### src/rtl/rank_window_ctrl_if.sv
// Handshake and status bundle between the raster pixel source, the window
// sequencer and the downstream rank-order sorter.
//
// Signals:
//   pix_valid  : source has a pixel this cycle
//   pix_sof    : current pixel is the first of a frame
//   pix_ready  : sequencer accepts the pixel this cycle
//   shift_en   : advance window shift registers and line buffers
//   win_valid  : complete window present at the shift-register outputs
//   win_ready  : sorter consumes the window this cycle
//   win_row    : window centre row (valid with win_valid)
//   win_col    : window centre column (valid with win_valid)
//   frame_done : one-cycle pulse after the last pixel of a frame
//   err_sof    : sticky, sof seen in the middle of a frame
//
// Modports: slave = sequencer side, master = source/sink side.
interface rank_window_ctrl_if #(
    parameter int unsigned WIDTH  = 64,
    parameter int unsigned HEIGHT = 64
) ();
    localparam int unsigned CW = $clog2(WIDTH);
    localparam int unsigned RW = $clog2(HEIGHT);

    logic          pix_valid;
    logic          pix_sof;
    logic          pix_ready;
    logic          shift_en;
    logic          win_valid;
    logic          win_ready;
    logic [RW-1:0] win_row;
    logic [CW-1:0] win_col;
    logic          frame_done;
    logic          err_sof;

    modport slave (
        input  pix_valid,
        input  pix_sof,
        input  win_ready,
        output pix_ready,
        output shift_en,
        output win_valid,
        output win_row,
        output win_col,
        output frame_done,
        output err_sof
    );

    modport master (
        output pix_valid,
        output pix_sof,
        output win_ready,
        input  pix_ready,
        input  shift_en,
        input  win_valid,
        input  win_row,
        input  win_col,
        input  frame_done,
        input  err_sof
    );
endinterface

### src/rtl/rank_window_ctrl.sv
// Sequencer for the N x N window datapath of the masked rank-order filter.
// Tracks the raster position of each accepted pixel, issues one shift enable
// for all window shift registers and line buffers, flags when the window holds
// a complete interior neighbourhood, and stalls the pixel stream while the
// sorter holds off a pending window.
//
// Ports:
//   clk : system clock, rising edge
//   rst : asynchronous reset, active high
//   bus : rank_window_ctrl_if.slave (pixel handshake, window handshake, status)
module rank_window_ctrl #(
    parameter int unsigned WIDTH  = 64,
    parameter int unsigned HEIGHT = 64,
    parameter int unsigned N      = 3
) (
    input logic               clk,
    input logic               rst,
    rank_window_ctrl_if.slave bus
);
    localparam int unsigned CW = $clog2(WIDTH);
    localparam int unsigned RW = $clog2(HEIGHT);

    localparam logic [CW-1:0] ColLast  = CW'(WIDTH - 1);
    localparam logic [RW-1:0] RowLast  = RW'(HEIGHT - 1);
    localparam logic [CW-1:0] ColFirst = CW'(N - 1);
    localparam logic [RW-1:0] RowFirst = RW'(N - 1);
    localparam logic [CW-1:0] ColHalf  = CW'((N - 1) / 2);
    localparam logic [RW-1:0] RowHalf  = RW'((N - 1) / 2);

    typedef enum logic [1:0] {
        StIdle,
        StRun,
        StDone
    } state_e;

    state_e        state_q, state_d;
    logic [RW-1:0] row_q, row_d;
    logic [CW-1:0] col_q, col_d;
    logic          win_valid_q, win_valid_d;
    logic [RW-1:0] win_row_q, win_row_d;
    logic [CW-1:0] win_col_q, win_col_d;
    logic          err_q, err_d;

    logic          pix_ready;
    logic          acc;
    logic          shift_en;
    logic [RW-1:0] pix_row;
    logic [CW-1:0] pix_col;
    logic          win_complete;

    always_comb begin
        state_d     = state_q;
        row_d       = row_q;
        col_d       = col_q;
        win_valid_d = win_valid_q;
        win_row_d   = win_row_q;
        win_col_d   = win_col_q;
        err_d       = err_q;

        // A window the sorter has not taken blocks everything upstream.
        pix_ready = (state_q != StDone) && !(win_valid_q && !bus.win_ready);
        acc       = bus.pix_valid && pix_ready;
        // Pre-sof pixels in idle are accepted but never enter the datapath.
        shift_en  = acc && ((state_q == StRun) || bus.pix_sof);

        // A sof pixel always lands at (0,0), also when it resyncs a running frame.
        pix_row = bus.pix_sof ? '0 : row_q;
        pix_col = bus.pix_sof ? '0 : col_q;

        case (state_q)
            StIdle: begin
                if (acc && bus.pix_sof) begin
                    state_d = StRun;
                    row_d   = '0;
                    col_d   = CW'(1);
                end
            end
            StRun: begin
                if (acc) begin
                    if (bus.pix_sof) begin
                        err_d = 1'b1;
                        row_d = '0;
                        col_d = CW'(1);
                    end else if (col_q == ColLast) begin
                        col_d = '0;
                        if (row_q == RowLast) begin
                            state_d = StDone;
                            row_d   = '0;
                        end else begin
                            row_d = row_q + RW'(1);
                        end
                    end else begin
                        col_d = col_q + CW'(1);
                    end
                end
            end
            StDone: begin
                state_d = StIdle;
            end
            default: begin
                state_d = StIdle;
                row_d   = '0;
                col_d   = '0;
            end
        endcase

        win_complete = shift_en && (pix_row >= RowFirst) && (pix_col >= ColFirst);

        // A completing accept wins over consumption so back-to-back windows
        // flow without a bubble.
        if (win_complete) begin
            win_valid_d = 1'b1;
            win_row_d   = pix_row - RowHalf;
            win_col_d   = pix_col - ColHalf;
        end else if (bus.win_ready) begin
            win_valid_d = 1'b0;
        end
    end

    always_ff @(posedge clk or posedge rst) begin
        if (rst) begin
            state_q     <= StIdle;
            row_q       <= '0;
            col_q       <= '0;
            win_valid_q <= 1'b0;
            win_row_q   <= '0;
            win_col_q   <= '0;
            err_q       <= 1'b0;
        end else begin
            state_q     <= state_d;
            row_q       <= row_d;
            col_q       <= col_d;
            win_valid_q <= win_valid_d;
            win_row_q   <= win_row_d;
            win_col_q   <= win_col_d;
            err_q       <= err_d;
        end
    end

    assign bus.pix_ready  = pix_ready;
    assign bus.shift_en   = shift_en;
    assign bus.win_valid  = win_valid_q;
    assign bus.win_row    = win_row_q;
    assign bus.win_col    = win_col_q;
    assign bus.frame_done = (state_q == StDone);
    assign bus.err_sof    = err_q;
endmodule

### src/flat_wrapper.sv
// flat-port wrapper written by rule: the top's interface ports become plain ports
module rank_window_ctrl_flat 
#(
    parameter int unsigned WIDTH  = 64,
    parameter int unsigned HEIGHT = 64,
    parameter int unsigned N      = 3
)
  (clk, rst, bus_pix_valid, bus_pix_sof, bus_win_ready, bus_pix_ready, bus_shift_en, bus_win_valid, bus_win_row, bus_win_col, bus_frame_done, bus_err_sof);
  rank_window_ctrl_if #(.WIDTH(WIDTH), .HEIGHT(HEIGHT)) bus_i ();
  input logic clk;
  input logic rst;
  input wire logic [$bits(bus_i.pix_valid)-1:0] bus_pix_valid;
  input wire logic [$bits(bus_i.pix_sof)-1:0] bus_pix_sof;
  input wire logic [$bits(bus_i.win_ready)-1:0] bus_win_ready;
  output wire logic [$bits(bus_i.pix_ready)-1:0] bus_pix_ready;
  output wire logic [$bits(bus_i.shift_en)-1:0] bus_shift_en;
  output wire logic [$bits(bus_i.win_valid)-1:0] bus_win_valid;
  output wire logic [$bits(bus_i.win_row)-1:0] bus_win_row;
  output wire logic [$bits(bus_i.win_col)-1:0] bus_win_col;
  output wire logic [$bits(bus_i.frame_done)-1:0] bus_frame_done;
  output wire logic [$bits(bus_i.err_sof)-1:0] bus_err_sof;
  assign bus_i.pix_valid = bus_pix_valid;
  assign bus_i.pix_sof = bus_pix_sof;
  assign bus_i.win_ready = bus_win_ready;
  assign bus_pix_ready = bus_i.pix_ready;
  assign bus_shift_en = bus_i.shift_en;
  assign bus_win_valid = bus_i.win_valid;
  assign bus_win_row = bus_i.win_row;
  assign bus_win_col = bus_i.win_col;
  assign bus_frame_done = bus_i.frame_done;
  assign bus_err_sof = bus_i.err_sof;
  rank_window_ctrl #(.WIDTH(WIDTH), .HEIGHT(HEIGHT), .N(N)) u_core (.clk(clk), .rst(rst), .bus(bus_i));
endmodule
### config.mk
export PLATFORM = sky130hd
export DESIGN_NAME = rank_window_ctrl_flat
export DESIGN_NICKNAME = d
export VERILOG_FILES = /design/src/rtl/rank_window_ctrl_if.sv /design/src/rtl/rank_window_ctrl.sv /design/src/flat_wrapper.sv
export SDC_FILE = /design/constraint.sdc
export NUM_CORES = 1
export LEC_CHECK = 0
export ABC_AREA = 1
export BUFFER_PORTS_ARGS = -buffer_cell sky130_fd_sc_hd__buf_2
export CAP_MARGIN = 20
export CORE_MARGIN = 1
export CORE_UTILIZATION = 45
export CTS_BUF_LIST = sky130_fd_sc_hd__clkbuf_8
export DETAILED_ROUTE_END_ITERATION = 10
export SLEW_MARGIN = 20
export SYNTH_ARGS = -nofsm -noshare
export SYNTH_HDL_FRONTEND = slang
export SYNTH_SLANG_ARGS = --single-unit
### constraint.sdc
create_clock -name clk -period 3.8 [get_ports clk]
set_clock_uncertainty 0.2 [all_clocks]
set_input_delay 0.76 -clock clk [delete_from_list [all_inputs] [get_ports clk]]
set_output_delay 0.76 -clock clk [all_outputs]
set_load 0.02 [all_outputs]
==> flow_metrics.env <==
export IMPL_ant_nets=0
export IMPL_fin_tns_setup_ns=0
export IMPL_grt_usage_pct=18.35
export IMPL_portBuffers=21
export IMPL_ys_seq_area_share_pct=39.72
export IMPL_cts_resized=0
export IMPL_final_cells=305
export IMPL_grt_start_max_net_pins=23
export IMPL_end_kind="output pin"
export IMPL_slew_headroom_pct=61.37
export IMPL_gp_congestion=0.8871
export IMPL_worst_ep_required_time_ns=2.84
export IMPL_nNetsFinal=269
export IMPL_pwr_share_comb_pct=43.6
export IMPL_dp_hpwl_mm=2.704
export IMPL_post_place_cells=301
export IMPL_rsz0062_at_grt="false"
export IMPL_syn_area_um2=1764
export IMPL_fillCellCount=380
export IMPL_worst_slew_pin_slew_ns=0.5787
export IMPL_worstSetupStartpointType="input pin"
export IMPL_grt_pass1_vias=1348
export IMPL_p_sw_share_pct=43.12
export IMPL_cap_violations=0
export IMPL_cts_made_buffers=3
export IMPL_r2r_start="u_core.col_q[0]"
export IMPL_wirelength_mm=3.464
export IMPL_clockRootBuffer="clkbuf_8"
export IMPL_slew_viol_final=0
export IMPL_arrival_ns=1.51
export IMPL_seqCellArea_um2=700.7
export IMPL_antenna_found_initial=0
export IMPL_core_um2=3716
export IMPL_clockBufferDepth=2
export IMPL_worst_slack_ns=1.328
export IMPL_synth_avg_cell_area_um2=7.475
export IMPL_routedWlPerCell_um=11.36
export IMPL_rr_worst_depth=10
export IMPL_p_per_area_nw_per_um2=556.5
export IMPL_hold_viol=0
export IMPL_vdd_drop_max_mv=0.2752
export IMPL_final_util_pct=52.53
export IMPL_globalRouteOverflowTotal=0
export IMPL_clkPwrFrac_pct=16.8
export IMPL_num_rows=22
export IMPL_hp_class="reg2reg"
export IMPL_start_util_pct=47.47
export IMPL_diodes=0
export IMPL_syn_nets=247
export IMPL_netlist_instances=236
export IMPL_drive_gt1_share_pct=16.73
export IMPL_p_int_uw=617.8
export IMPL_crit_end="bus_shift_en"
export IMPL_fmax_mhz=404.5
export IMPL_drtPass1Iterations=4
export IMPL_die_w_um=64.62
export IMPL_insertion_delay_ns=0.27
export IMPL_cts_max_level=1
export IMPL_seqPwrFrac_pct=39.6
export IMPL_clkTransAtPathRegs_ns=0.09
export IMPL_die_area_um2=4175
export IMPL_ios=22
export IMPL_finalCritPeriodShare_pct=65.06
export IMPL_post_cts_buffers=0
export IMPL_ys_ff_latch=28
export IMPL_dieHeight_um=64.62
export IMPL_status="finished clean"
export IMPL_p_leak_uw=0.001054
export IMPL_critical_path_class="in2out"
export IMPL_dp_slack_ns=1.264
export IMPL_switching_power_uw=468.4
export IMPL_synth_warnings=0
export IMPL_multi_input_area_um2=912.1
export IMPL_syn2layout_area_growth_pct=10.64
export IMPL_finalSetupViolations=0
export IMPL_postCtsHoldBufs=0
export IMPL_grt_first_pass_wirelength_mm=5.982
export IMPL_drt_iter0_markers=63
export IMPL_avgViaCountPerCell=4.951
export IMPL_path_max_fanout=4
export IMPL_clock_sinks=28
export IMPL_ys_types=28
export IMPL_rrSetupSlack_ns=1.93
export IMPL_cts_tree="yes"
export IMPL_drc=0
export IMPL_r2r_end="u_core.row_q[1]"
export IMPL_critPathLaunch="bus_win_ready"
export IMPL_hold_ws_ns=0.2776
export IMPL_num_vias=1510
export IMPL_period_minus_slack_ns=2.472
placed cells by master, fill, tap and decap left out, types with 2 or more instances in the layout:
master	n
nand3_1	15
a21oi_1	3
nand3b_1	2
inv_4	2
ha_1	6
nand4_1	9
dfrtp_1	28
nand2_1	90
buf_2	21
nor2_1	17
xnor2_1	2
nand2_2	3
inv_1	18
nor3_1	3
or2_2	2
o21ai_0	13
xor2_1	6
clkbuf_8	4
inv_2	3
worst min path at each step:
stage,slack (ns),startpoint,cells past startpoint,end
floorplan,0.28,u_core.state_q[0],2,u_core.state_q[0]
global placement,0.26,u_core.bus.win_col[5],2,u_core.bus.win_col[5]
detailed placement,0.26,u_core.bus.win_col[5],2,u_core.bus.win_col[5]
CTS,0.29,u_core.bus.win_col[5],2,u_core.bus.win_col[5]
global route,0.30,u_core.bus.win_col[5],2,u_core.bus.win_col[5]
finish,0.28,u_core.bus.win_col[5],2,u_core.bus.win_col[5]
critical path, cell delays in order:
cell and delay (ns):
buf_2 0.07, inv_1 0.03, nand2_1 0.12, nand3_1 0.15, a21oi_4 0.18, buf_2 0.19
kinds of logic after synthesis:
family / share of synthesized area, %
buffers and inverters: 8.581
adder cells (fa/ha/maj): 4.255
AO/OA/AOI/OAI: 6.880
flip-flops: 39.72
XOR/XNOR: 3.972
AND/OR/NAND/NOR: 36.60
sequential cells by signal (all words and copies together), names as in the netlist:
register,count
u_core.col_q,6
u_core.bus.win_valid,1
u_core.state_q,2
u_core.bus.err_sof,1
u_core.bus.win_col,6
u_core.row_q,6
u_core.bus.win_row,6
per-layer routing:
| metal | wire length, um | GRT usage [%] | share of wire, % | up-vias |
|---|---|---|---|---|
| li1 | - | - | - | 798 |
| met1 | 1798 | 26.44 | 52 | 675 |
| met2 | 1480 | 28.68 | 43 | 35 |
| met3 | 159 | 2.465 | 4.6 | 2 |
| met4 | 26 | 5.000 | 0.75 | 0 |
| met5 | 0 | 0 | 0 | - |
cell type report:
type / count / area share (%)
clock buffer: 4 / 2.821
inverter: 23 / 4.679
multi-input combinational: 180 / 46.73
sequential: 28 / 35.90
tap: 48 / 3.077
timing repair buffer: 22 / 6.795
power by group through the flow:
stage	registers [uW]	logic (uW)	clock network, uW
final	430	473	183
after global routing	439	534	202
after CTS	431	479	192
after detailed placement	437	478	0
after global placement	440	472	0
after floorplan	483	303	0
cell usage after synthesis:
cell	count	area share [%]
nand2_1	90	19
dfrtp_1	28	40
inv_1	18	3.8
nor2_1	17	3.6
nand3_1	15	4.3
o21ai_0	13	3.7
nand4_1	9	3.2
ha_1	6	4.3
xor2_1	6	3.0
buf_6	4	2.6
a21oi_1	3	0.85
inv_2	3	0.64
nand2_2	3	1.1
nor3_1	3	0.85
inv_4	2	0.71
nand3b_1	2	0.85
or2_2	2	0.71
xnor2_1	2	0.99
a21oi_2	1	0.50
a21oi_4	1	0.92
buf_8	1	0.85
nand3_2	1	0.57
nand3_4	1	0.99
nor2_2	1	0.35
nor2_4	1	0.64
nor4_1	1	0.35
o21ai_2	1	0.50
o21bai_1	1	0.43
stage by stage:
stage	instance area, um^2	total power [uW]
floorplan	1764	786.8
global placement	1869	911.6
detailed placement	1897	915.0
CTS	1952	1102
global route	1952	1176
finish	1952	1086
No activity file was read; power rests on OpenSTA's default activity.
